==> config.mk <==
export PLATFORM = sky130hd
export DESIGN_NAME = alu_op_driver
export DESIGN_NICKNAME = d
export VERILOG_FILES = /design/src/rtl/alu_pkg.sv /design/src/rtl/alu_op_driver_stats.sv /design/src/rtl/alu_op_driver.sv
export SDC_FILE = /design/constraint.sdc
export NUM_CORES = 1
export LEC_CHECK = 0
export BUFFER_PORTS_ARGS = -buffer_cell sky130_fd_sc_hd__buf_2
export CAP_MARGIN = 20
export CORE_ASPECT_RATIO = 0.8
export CORE_MARGIN = 4
export CORE_UTILIZATION = 35
export CTS_CLUSTER_SIZE = 10
export DETAILED_ROUTE_END_ITERATION = 12
export GPL_TIMING_DRIVEN = 1
export HOLD_SLACK_MARGIN = 0.06
export REMOVE_ABC_BUFFERS = 1
export SLEW_MARGIN = 5
export SYNTH_ARGS = -nofsm -noshare
export SYNTH_HDL_FRONTEND = slang
export SYNTH_SLANG_ARGS = --single-unit
export TNS_END_PERCENT = 30
==> constraint.sdc <==
create_clock -name clk -period 2.5 [get_ports clk]
set_input_delay 0.5 -clock clk [delete_from_list [all_inputs] [get_ports clk]]
set_output_delay 0.5 -clock clk [all_outputs]
set_load 0.1 [all_outputs]
==> src/rtl/alu_pkg.sv <==
// alu_pkg: shared types and widths for the ALU port and its sequential driver.
// Opcode encoding, driver FSM states, and a saturating-increment helper
// used by the optional statistics counters (ALU_OP_DRIVER_STATS_EN).
package alu_pkg;

  localparam int ALU_W    = 8;
  localparam int ALU_OP_W = 3;
  localparam int STAT_W   = 16;

  typedef enum logic [ALU_OP_W-1:0] {
    ADD = 3'd0,
    SUB = 3'd1,
    AND = 3'd2,
    OR  = 3'd3,
    XOR = 3'd4,
    NOT = 3'd5,
    SHL = 3'd6,
    SHR = 3'd7
  } alu_op_e;

  typedef enum logic [1:0] {
    IDLE  = 2'd0,
    DRIVE = 2'd1,
    RESP  = 2'd2
  } alu_drv_state_e;

  // Increment that sticks at all-ones instead of wrapping.
  function automatic logic [STAT_W-1:0] sat_inc(input logic [STAT_W-1:0] v);
    return (v == {STAT_W{1'b1}}) ? v : v + 1'b1;
  endfunction

endpackage

==> src/rtl/alu_op_driver_stats.sv <==
// alu_op_driver_stats: three saturating event counters sampled on each
// response handshake of the driver. Only instantiated when
// ALU_OP_DRIVER_STATS_EN is defined.
module alu_op_driver_stats
  import alu_pkg::*;
(
  input  logic              clk,
  input  logic              rst_n,
  input  logic              rsp_hs,
  input  logic              rsp_carry,
  input  logic              rsp_zero,
  output logic [STAT_W-1:0] stat_ops,
  output logic [STAT_W-1:0] stat_carry,
  output logic [STAT_W-1:0] stat_zero
);

  // Count handshakes, and those carrying a set carry/zero flag; hold at max.
  always_ff @(posedge clk) begin
    if (!rst_n) begin
      stat_ops   <= '0;
      stat_carry <= '0;
      stat_zero  <= '0;
    end else if (rsp_hs) begin
      stat_ops <= sat_inc(stat_ops);
      if (rsp_carry) stat_carry <= sat_inc(stat_carry);
      if (rsp_zero)  stat_zero  <= sat_inc(stat_zero);
    end
  end

endmodule

==> src/rtl/alu_op_driver.sv <==
// alu_op_driver: accepts one ALU command at a time, holds registered operands
// on the ALU port for SETTLE_CYCLES (legal 1..15), captures the result and
// flags, and offers them on a valid/ready response channel.
// Optional feature macro: ALU_OP_DRIVER_STATS_EN adds stat_ops/stat_carry/
// stat_zero saturating counters.
module alu_op_driver
  import alu_pkg::*;
#(
  parameter int SETTLE_CYCLES = 1
) (
  input  logic                clk,
  input  logic                rst_n,
  input  logic                cmd_valid,
  output logic                cmd_ready,
  input  logic [ALU_OP_W-1:0] cmd_opcode,
  input  logic [ALU_W-1:0]    cmd_a,
  input  logic [ALU_W-1:0]    cmd_b,
  output logic [ALU_W-1:0]    alu_a,
  output logic [ALU_W-1:0]    alu_b,
  output logic [ALU_OP_W-1:0] alu_opcode,
  input  logic [ALU_W-1:0]    alu_result,
  input  logic                alu_carry,
  input  logic                alu_negative,
  input  logic                alu_zero,
  output logic                rsp_valid,
  input  logic                rsp_ready,
  output logic [ALU_W-1:0]    rsp_result,
  output logic                rsp_carry,
  output logic                rsp_negative,
  output logic                rsp_zero
`ifdef ALU_OP_DRIVER_STATS_EN
  ,
  output logic [STAT_W-1:0]   stat_ops,
  output logic [STAT_W-1:0]   stat_carry,
  output logic [STAT_W-1:0]   stat_zero
`endif
);

  localparam logic [3:0] CNT_LOAD = 4'(SETTLE_CYCLES - 1);

  alu_drv_state_e state_q, state_d;
  logic [3:0]     cnt_q;
  logic           accept;
  logic           capture;
  logic           rsp_hs;

  // cmd_ready is held low while reset is asserted, even though state is IDLE.
  assign cmd_ready = rst_n && (state_q == IDLE);
  assign accept    = cmd_valid && cmd_ready;
  assign capture   = (state_q == DRIVE) && (cnt_q == 4'd0);
  assign rsp_hs    = rsp_valid && rsp_ready;

  // State register.
  always_ff @(posedge clk) begin
    if (!rst_n) state_q <= IDLE;
    else        state_q <= state_d;
  end

  // Next-state logic: accept -> settle -> wait for the response handshake.
  always_comb begin
    state_d = state_q;
    case (state_q)
      IDLE:    if (accept)  state_d = DRIVE;
      DRIVE:   if (capture) state_d = RESP;
      RESP:    if (rsp_hs)  state_d = IDLE;
      default: state_d = IDLE;
    endcase
  end

  // Settle counter: loaded on acceptance, counts down to zero in DRIVE.
  always_ff @(posedge clk) begin
    if (!rst_n)                                   cnt_q <= 4'd0;
    else if (accept)                              cnt_q <= CNT_LOAD;
    else if (state_q == DRIVE && cnt_q != 4'd0)   cnt_q <= cnt_q - 4'd1;
  end

  // Operand/opcode registers feeding the ALU; only change on acceptance.
  always_ff @(posedge clk) begin
    if (!rst_n) begin
      alu_a      <= '0;
      alu_b      <= '0;
      alu_opcode <= '0;
    end else if (accept) begin
      alu_a      <= cmd_a;
      alu_b      <= cmd_b;
      alu_opcode <= cmd_opcode;
    end
  end

  // Response data registers; ALU values are copied verbatim on the capture edge.
  always_ff @(posedge clk) begin
    if (!rst_n) begin
      rsp_result   <= '0;
      rsp_carry    <= 1'b0;
      rsp_negative <= 1'b0;
      rsp_zero     <= 1'b0;
    end else if (capture) begin
      rsp_result   <= alu_result;
      rsp_carry    <= alu_carry;
      rsp_negative <= alu_negative;
      rsp_zero     <= alu_zero;
    end
  end

  // Response valid: raised on capture, dropped on the consumer handshake.
  always_ff @(posedge clk) begin
    if (!rst_n)       rsp_valid <= 1'b0;
    else if (capture) rsp_valid <= 1'b1;
    else if (rsp_hs)  rsp_valid <= 1'b0;
  end

`ifdef ALU_OP_DRIVER_STATS_EN
  alu_op_driver_stats u_stats (
    .clk        (clk),
    .rst_n      (rst_n),
    .rsp_hs     (rsp_hs),
    .rsp_carry  (rsp_carry),
    .rsp_zero   (rsp_zero),
    .stat_ops   (stat_ops),
    .stat_carry (stat_carry),
    .stat_zero  (stat_zero)
  );
`endif

endmodule

After elaboration in Yosys (flattened, before gate mapping)
Cells that the tools add are included.

Bits in registers: 37. Latch bits: 0. Input bits: 34. Memories kept: 0. Output and inout bits: 32. Logic and storage cells: 34. Memory bits (read-only): 0. Bits in writable memories: 0.

Div/mod/pow operators: 0. Reductions and logical operators: 11. Muxes and demuxes: 6. Shifts and indexed selects: 0. $lt $le $gt $ge: 0. $mul: 0. Equality and inequality tests: 5. Bitwise operators: 1. Add/sub/neg operators: 1.

Operators by type and width (number): $mux W2 (3); $ne A2 B2 Y1 const B (3); $pmux W2 S3 (1); $logic_and A1 B1 Y1 (5); $logic_not A4 Y1 (1); $reduce_bool A4 Y1 (1); $sub A4 B1 Y4 const B (1); $reduce_and A3 Y1 (1); $eq A2 B1 Y1 const B (1); $eq A2 B2 Y1 const B (1); $logic_not A2 Y1 (1); $mux W1 (2); $reduce_bool A2 Y1 (1); $reduce_or A2 Y1 (1); $not A1 Y1 (1).

Logic depth before layout (Yosys ltp)
Gate-level depths: netlist (run 1).

Depth after elaboration: 5. Mapped depth: 6. Gate-level depth less buffers: 5.

Worst setup path after synthesis (run 1)
Ideal clock, no wire load.

Path kind: input -> output. Start: in rst_n. End: out cmd_ready. Stages on the path: 2. Arrival time: 2.880 ns. Required time: 2.000 ns. Setup slack: -0.880 ns. Buffers on the path: 1. Cell sequence: clkbuf_2 -> nor3b_1.

Longest elaborated chain between the ends: 1.

Ends and longest elaborated chain: from (decl) (RTL line alu_op_driver.sv:12) `input logic rst_n,`; $logic_and A1 B1 Y1 (RTL line alu_op_driver.sv:48) `assign cmd_ready = rst_n && (state_q == IDLE);`; to (decl) (RTL line alu_op_driver.sv:14) `output logic cmd_ready,`.

Every way passes these cells.

Worst setup path after layout (run 1)
Start: reg state_q[0]. End: out cmd_ready.

Longest elaborated chain between the ends: 2.

Ends and longest elaborated chain: from (decl) (RTL line alu_op_driver.sv:41) `alu_drv_state_e state_q, state_d;`; from (signal assigned) (RTL line alu_op_driver.sv:56) `else state_q <= state_d;`; $logic_not A2 Y1 (RTL line alu_op_driver.sv:48); $logic_and A1 B1 Y1 (RTL line alu_op_driver.sv:48).

Every way passes these cells.

==> results by group, run 1 <==
Yosys
  – Library cells used by synthesis: 26
  – FFs w/ async S/R, synth: 0%
  – Post-Syn Instances: ~170
  – Post-synth top area share: 49.6%
  – EDFF count, synth: 0
  – Synth Area per Inst: 8.74 um2
  – Area leader, netlist: dfxtp_1
  – Main synth FF type: dfxtp_1
  – Synth warnings: 0
  – Synthesis-stage register bit count: 37
  – Seq/Total Area, Yosys: 49.6%
  – Synth top area cells: dfxtp_1 50%, a21boi_0 16%, nand2_1 10%, o21ai_0 4.7%, nand3_1 4.0%
  – Cell Area, Synth: 0.00149 mm2
  – Top-count cell post-synth: nand2_1
  – Top cells by count, synth: 41 x nand2_1, 37 x dfxtp_1, 32 x a21boi_0

STA
  – Worst slew margin: 60.5%
  – Final setup vio count: 0
  – Slew Viols, Final: 0
  – Final hold vios: 0
  – WHS: around 0.46 ns
  – Min Clock Period, post-route: ~1.8 ns
  – Least-Margin Pin Slew: 0.590 ns
  – Crit share post-route: a little over two thirds
  – Clock skew: ~0.0055 ns
  – Fmax: 568 MHz
  – RSZ-0062 raised after global routing: false
  – PnR worst setup slack: between 0.7 and 0.8 ns

Drt
  – DRC: 0
  – Vias: 1354
  – Drt first pass iters: 4
  – Antenna-violating nets left: 0
  – DRT iter0 DRCs: 52
  – Final wirelength: 3660 um
  – Vias/cell: 4.64
  – WL per Instance: 12.5 um

Critical path
  – Critical Path Start: state_q[0]
  – Reg2Reg Setup Slack: 0.84 ns
  – Bufs and invs on worst path: 1
  – R2R Path Start: cnt_q[0]
  – Worst r2r dst: rsp_result[5]
  – CP Cell Sequence: nor3b_1 -> buf_2
  – Startpoint Class: register
  – Critical path class: register to output port
  – Worst EP required: 2.00 ns
  – Setup crit end kind: output port
  – Worst path top cell family by delay: buffers and inverters
  – Max incr delay on CP: 0.45 ns
  – Critical path data arrival time: ~1.3 ns
  – Crit path to: cmd_ready
  – Worst r2r path cells: 6
  – Max FO, Critical Path: 6
  – Instance count on the critical path: 2
  – Critical path's slowest cell: buf_2

Global route
  – First-pass GRT wire length: 6120 um
  – GR peak layer: met2
  – Grt total ovfl: 0
  – GR met3 Demand/Resource: 3.81%
  – Largest net degree at the start of global routing: 23
  – Initial antenna violation count: 0
  – Routing usage on met1: 19.2%
  – Vias in the first global route: between 1000 and 1500
  – Met2 GRT Util: 23.3%
  – All-Layer GR Usage: 14.7%

Clock network
  – Sink Count: 37
  – # H-tree levels: 2
  – Worst-path clk slew: about 0.07 ns
  – # Post-CTS Setup Buffers: 0
  – Cts hold-fix bufs: 0
  – CTS Root Cell: clkbuf_8
  – Clk buf depth: 2
  – Worst skew pair latency: 0.28 ns
  – CTS tree: done
  – TritonCTS buffer count: 5
  – Resized cells post-CTS: 0

Floorplanning
  – IO Count: 66
  – Die H: 66.4 um
  – FP Rows: 20
  – Die Area: 0.00538 mm2
  – Die width: 81.0 um
  – Starting Density: 37.8%
  – Core Area: 0.00395 mm2

Placed design
  – Detail Placement HPWL: 2670 um
  – Worst slack at placement: 0.751 ns
  – Port Buffers: 65
  – Routability cong.: a little over 0.7

Cells and area
  – Layout Nets: 271
  – Core Util, Final: 50.0%
  – Antenna fix cells: 0
  – Share of layout cells above drive strength 1: between 30 and 40%
  – Area growth from synthesis to layout: 32.4%
  – FILL cells: 415

Pwr
  – Total power: roughly 1.4 mW
  – PwrDens: ~730 mW/mm2
  – Leak: 0.864 nW
  – VDD IR-drop max: 0.000334 V

Worst hold path
  – Min-delay worst type: register to register

Run
  – Max-Cap Viols: 0

Status
  – Status: complete, no violations
## area by class of cell
class / count / area (um2) / share of cell area, %
tap: 55 / 68.8 / 3.48
inverter: 3 / 11.3 / 0.569
multi-input combinational: 119 / 678 / 34.3
sequential: 37 / 741 / 37.4
clock buffer: 7 / 86.3 / 4.36
timing repair buffer: 70 / 363 / 18.3
clock inverter: 1 / 30.0 / 1.52
## per-stage QoR
stage,TNS [ns],instances,area [um2]
6_report,0,292,1980
5_1_grt,0,292,1980
3_3_place_gp,0,284,1860
2_1_floorplan,-0.682,159,1430
4_1_cts,0,292,1980
3_5_place_dp,0,284,1860
## worst reg2reg max path, cell delays in order (launching register included)
cell and delay [ns]:
dfxtp_1 0.32, inv_1 0.08, ha_1 0.19, nor3b_2 0.52, buf_4 0.26, nand3_1 0.08, a21boi_0 0.14
## layout by cell type (no fill, tap or decap), drive strengths merged
| master | instances |
|---|---|
| buf | 70 |
| nand2 | 41 |
| dfxtp | 37 |
| a21boi | 32 |
| o21ai | 14 |
| nand3 | 12 |
| clkbuf | 7 |
| a21oi | 4 |
| inv | 3 |
| or4 | 2 |
| nor3b | 2 |
| nand2b | 2 |
| nor2b | 1 |
| or3b | 1 |
| nor2 | 1 |
| and4bb | 1 |
| o21a | 1 |
| nand4bb | 1 |
| a211oi | 1 |
| nand3b | 1 |
| or3 | 1 |
| ha | 1 |
| bufinv | 1 |
## layer usage
metal	wire length [um]	vias to the layer above
met1	1740	612
met5	0	-
met3	182	5
met2	1690	28
met4	43	0
li1	-	709
## worst min-delay path by stage
stage              from       end  slack, ns  cells past startpoint
4_1_cts        cmd_b[2]  alu_b[2]       0.45                      3
5_1_grt        cmd_a[4]  alu_a[4]       0.46                      3
3_3_place_gp   alu_a[3]  alu_a[3]       0.45                      2
6_report       alu_a[5]  alu_a[5]       0.46                      2
2_1_floorplan  cnt_q[0]  cnt_q[0]       0.46                      2
3_5_place_dp   alu_a[5]  alu_a[5]       0.45                      2
## registers in the layout (all words and copies together) (netlist names)
signal and cells:
cnt_q 4, rsp_valid 1, state_q 2, rsp_zero 1
rsp_negative 1, alu_opcode 3, alu_b 8, alu_a 8
rsp_carry 1, rsp_result 8
## power by group
part           switching, mW  total [mW]  internal (mW)
clock                  0.199       0.524          0.325
combinational          0.231       0.293         0.0618
sequential            0.0123       0.626          0.614
## kinds of logic after synthesis
family                     Yosys count  share of synthesized area, %
adders and majority gates            1                         0.837
DFF                                 37                          49.6
and+or+nand+nor                     66                          21.4
AOI/OAI and AO/OA                   52                          23.1
buffers and inverters               15                          5.02
Power figures use the tool's default switching activity.
==> run 2, diff against run 1 <==
--- a/config.mk
+++ b/config.mk
@@ -5,6 +5,7 @@
 export SDC_FILE = /design/constraint.sdc
 export NUM_CORES = 1
 export LEC_CHECK = 0
+export ABC_AREA = 1
 export BUFFER_PORTS_ARGS = -buffer_cell sky130_fd_sc_hd__buf_2
 export CAP_MARGIN = 20
 export CORE_ASPECT_RATIO = 0.8
==> constraint.sdc (replaced) <==
create_clock -name clk -period 1.8 [get_ports clk]
set_input_delay 0.36 -clock clk [delete_from_list [all_inputs] [get_ports clk]]
set_output_delay 0.36 -clock clk [all_outputs]
set_load 0.1 [all_outputs]
==> run 2 against run 1 <==
Sequential power up 40%. Via count up 0.74%. Clock skew barely moved. Highest routed layer unchanged. Non-clock buffer count grew 1. Combinational power is 64% higher. Critical endpoint unchanged. Synthesized area is 6.6% lower.
==> results by group, run 2 <==
Cells and area
  – Layout Nets: 284 (was 271)
  – Top flop regs: alu_a: 8 flops, alu_b: 8 flops, rsp_result: 8 flops (unchanged)
  – Final cell count without fillers: 304 (was 292)
  – Share of layout cells above drive strength 1: 31.7% (was 34.2%)
  – Commonest non-fill, non-tap cells in the layout: 64 x buf_2, 38 x nand2_1, 37 x dfxtp_1 (was 65 x buf_2, 41 x nand2_1, 37 x dfxtp_1)
  – Core Util, Final: 49.0% (was 50.0%)
  – Area growth from synthesis to layout: 34.5% (was 32.4%)
  – Most common cell after layout, fill and taps aside: buf_2 (unchanged)
  – Antenna fix cells: 0 (unchanged)
  – FILL cells: 381 (was 415)

Yosys
  – Top-count cell post-synth: nand2_1 (unchanged)
  – Post-Syn Instances: 182 (was 171)
  – Library cells used by synthesis: 14 (was 26)
  – EDFF count, synth: 0 (unchanged)
  – Synth top area cells: dfxtp_1 53%, nand2_1 10%, a21oi_1 9.3%, nand3_1 7.5%, nor2_1 6.7% (was dfxtp_1 50%, a21boi_0 16%, nand2_1 10%, o21ai_0 4.7%, nand3_1 4.0%)
  – Synth Area per Inst: 7.67 um2 (was 8.74 um2)
  – Synth warnings: 0 (unchanged)
  – Area leader, netlist: dfxtp_1 (unchanged)
  – Seq/Total Area, Yosys: 53.1% (was 49.6%)
  – FFs w/ async S/R, synth: 0% (unchanged)
  – Main synth FF type: dfxtp_1 (unchanged)
  – Top cells by count, synth: 38 x nand2_1, 37 x dfxtp_1, 26 x a21oi_1 (was 41 x nand2_1, 37 x dfxtp_1, 32 x a21boi_0)
  – Synthesis-stage register bit count: 37 (unchanged)
  – Cell Area, Synth: 0.00140 mm2 (was 0.00149 mm2)
  – Post-synth top area share: 53.1% (was 49.6%)

Critical path
  – Worst EP required: 1.44 ns (was 2.00 ns)
  – Bufs and invs on worst path: 2 (was 1)
  – Worst path top cell family by delay: buffers and inverters (unchanged)
  – Max FO, Critical Path: 20 (was 6)
  – Critical path data arrival time: 1.28 ns (was 1.26 ns)
  – Setup crit end kind: output port (unchanged)
  – Critical path's slowest cell: dfxtp_1 (was buf_2)
  – CP Cell Sequence: nor3_2 -> buf_4 -> buf_12 (was nor3b_1 -> buf_2)
  – Max incr delay on CP: 0.33 ns (was 0.45 ns)
  – Critical path class: register to output port (unchanged)
  – Startpoint Class: register (unchanged)

STA
  – Final hold vios: 0 (unchanged)
  – Setup TNS: 0 ns (unchanged)
  – Worst slew margin: 66.9% (was 60.5%)
  – Crit share post-route: between 90% and 100%
  – Least-Margin Pin Slew: 0.500 ns (was 0.590 ns)
  – Final setup vio count: 0 (unchanged)
  – Slew Viols, Final: 0 (unchanged)
  – Fmax: 610 MHz
  – Min Clock Period, post-route: between 1.5 and 2 ns
  – RSZ-0062 raised after global routing: false (unchanged)
  – Clock skew: 0.00548 ns (about the same)
  – PnR worst setup slack: 0.160 ns (was 0.739 ns)

Global route
  – First-pass GRT wire length: 5630 um (was 6120 um)
  – Routing usage on met1: 17.4% (was 19.2%)
  – GR peak layer: met2 (unchanged)
  – Vias in the first global route: 1227 (was 1300)
  – GR met3 Demand/Resource: 4.86% (was 3.81%)
  – Largest net degree at the start of global routing: 23 (unchanged)
  – Initial antenna violation count: 0 (unchanged)
  – All-Layer GR Usage: 14.2% (was 14.7%)
  – Grt total ovfl: 0 (unchanged)
  – Met2 GRT Util: 21.7% (was 23.3%)

Floorplanning
  – Die H: 64.5 um (was 66.4 um)
  – Die Area: 0.00507 mm2 (was 0.00538 mm2)
  – IO Count: 66 (unchanged)
  – Starting Density: 36.4% (was 37.8%)
  – FP Rows: 20 (unchanged)
  – Die width: 78.6 um (was 81.0 um)
  – Core Area: 0.00383 mm2 (was 0.00395 mm2)

Drt
  – Final wirelength: 3420 um (was 3660 um)
  – Drt first pass iters: 4 (unchanged)
  – Vias/cell: 4.49 (was 4.64)
  – Vias: 1364 (was 1354)
  – DRC: 0 (unchanged)
  – WL per Instance: 11.2 um (was 12.5 um)
  – Antenna-violating nets left: 0 (unchanged)
  – DRT iter0 DRCs: 51 (was 52)

Clock network
  – # H-tree levels: 2 (unchanged)
  – Resized cells post-CTS: 0 (unchanged)
  – Sink Count: 37 (unchanged)
  – CTS tree: done (unchanged)
  – TritonCTS buffer count: 5 (unchanged)
  – Cts hold-fix bufs: 0 (unchanged)
  – # Post-CTS Setup Buffers: 0 (unchanged)
  – Worst-path clk slew: 0.06 ns (was 0.07 ns)
  – Clk buf depth: 2 (unchanged)
  – Worst skew pair latency: 0.29 ns (was 0.28 ns)
  – CTS Root Cell: clkbuf_8 (unchanged)

Pwr
  – Comb pwr share: 25.0% (was 20.3%)
  – Clk pwr share: 29.5% (was 36.3%)
  – Total net switching power: 0.667 mW (was 0.442 mW)
  – Leak: 0.882 nW (was 0.864 nW)
  – Pint: 1.26 mW (was 1.00 mW)
  – Sequential power share: 45.5% (was 43.4%)
  – Total power: 1.93 mW (was 1.44 mW)
  – VDD IR-drop max: 0.000553 V (was 0.000334 V)
  – PwrDens: 1030 mW/mm2 (was 729 mW/mm2)
  – Net Sw Frac: 34.6% (was 30.6%)

Placed design
  – Placed insts: 297 (was 284)
  – Routability cong.: 0.704 (was 0.725)
  – Worst slack at placement: 0.327 ns (was 0.751 ns)
  – Detail Placement HPWL: 2490 um (was 2670 um)
  – Port Buffers: 65 (unchanged)

Worst hold path
  – Min-delay worst type: input pin to register (was register to register)

Run
  – Max-Cap Viols: 0 (unchanged)

Status
  – Status: complete, no violations (unchanged)
[run 2: final timing paths]
path	start	endpoint	slack, ns	cells after the start
worst max-delay path	state_q[0]	cmd_ready	0.16	3
worst min-delay path	alu_result[5]	rsp_result[5]	0.33	3
worst max register to register	cnt_q[0]	rsp_carry	0.50	6
worst min register to register	alu_b[7]	alu_b[7]	0.46	2
[run 2: cell families (layout without fill, tap and decap cells)]
logic type / after synthesis / count (layout) / share of synthesized area [%]
adders and majority gates: 1 / 1 / 0.897
xor gates and xnor gates: 1 / 1 / 0.628
DFF: 37 / 37 / 53.1
and+or+nand+nor: 85 / 85 / 25.2
AOI/OAI and AO/OA: 37 / 37 / 13.3
buffers and inverters: 21 / 88 / 6.90
[run 2: power by group through the flow]
| stage | clock network [mW] | registers, mW | logic, mW |
|---|---|---|---|
| final | 0.568 | 0.877 | 0.481 |
| after global routing | 0.621 | 0.881 | 0.509 |
| after CTS | 0.586 | 0.877 | 0.485 |
| after detailed placement | 0 | 0.894 | 0.484 |
| after floorplan | 0 | 1.16 | 0.0948 |
| after global placement | 0 | 0.895 | 0.482 |
[run 2: final cells by class]
| cell class | instances | area (um2) | share of cell area (%) |
|---|---|---|---|
| Inverter | 10 | 37.5 | 2.00 |
| Clock buffer | 7 | 86.3 | 4.60 |
| Multi-Input combinational cell | 124 | 558 | 29.7 |
| Sequential cell | 37 | 741 | 39.5 |
| Timing Repair Buffer | 71 | 385 | 20.5 |
| Tap cell | 55 | 68.8 | 3.67 |
[run 2: metal layers]
metal,part of all wire [%],wire (um),up-vias
met4,2.3,80,0
met5,0,0,-
li1,-,-,718
met3,5.2,179,8
met1,45,1540,612
met2,47,1620,26
[run 2: worst reg2reg max path, delay by kind of cell, from the launching register on]
kind                     cells  cell delay, ns
flip-flops                   1            0.31
AND/OR/NAND/NOR              2            0.18
adder cells (fa/ha/maj)      1            0.23
AO/OA/AOI/OAI                1            0.17
buffers and inverters        2            0.30
[run 2: per-stage QoR]
| stage | hold slack [ns] | cell area, um2 |
|---|---|---|
| finish | 0.326 | 1880 |
| global route | 0.328 | 1880 |
| CTS | 0.320 | 1880 |
| detailed placement | 0.449 | 1790 |
| global placement | 0.446 | 1790 |
| floorplan | 0.445 | 1340 |
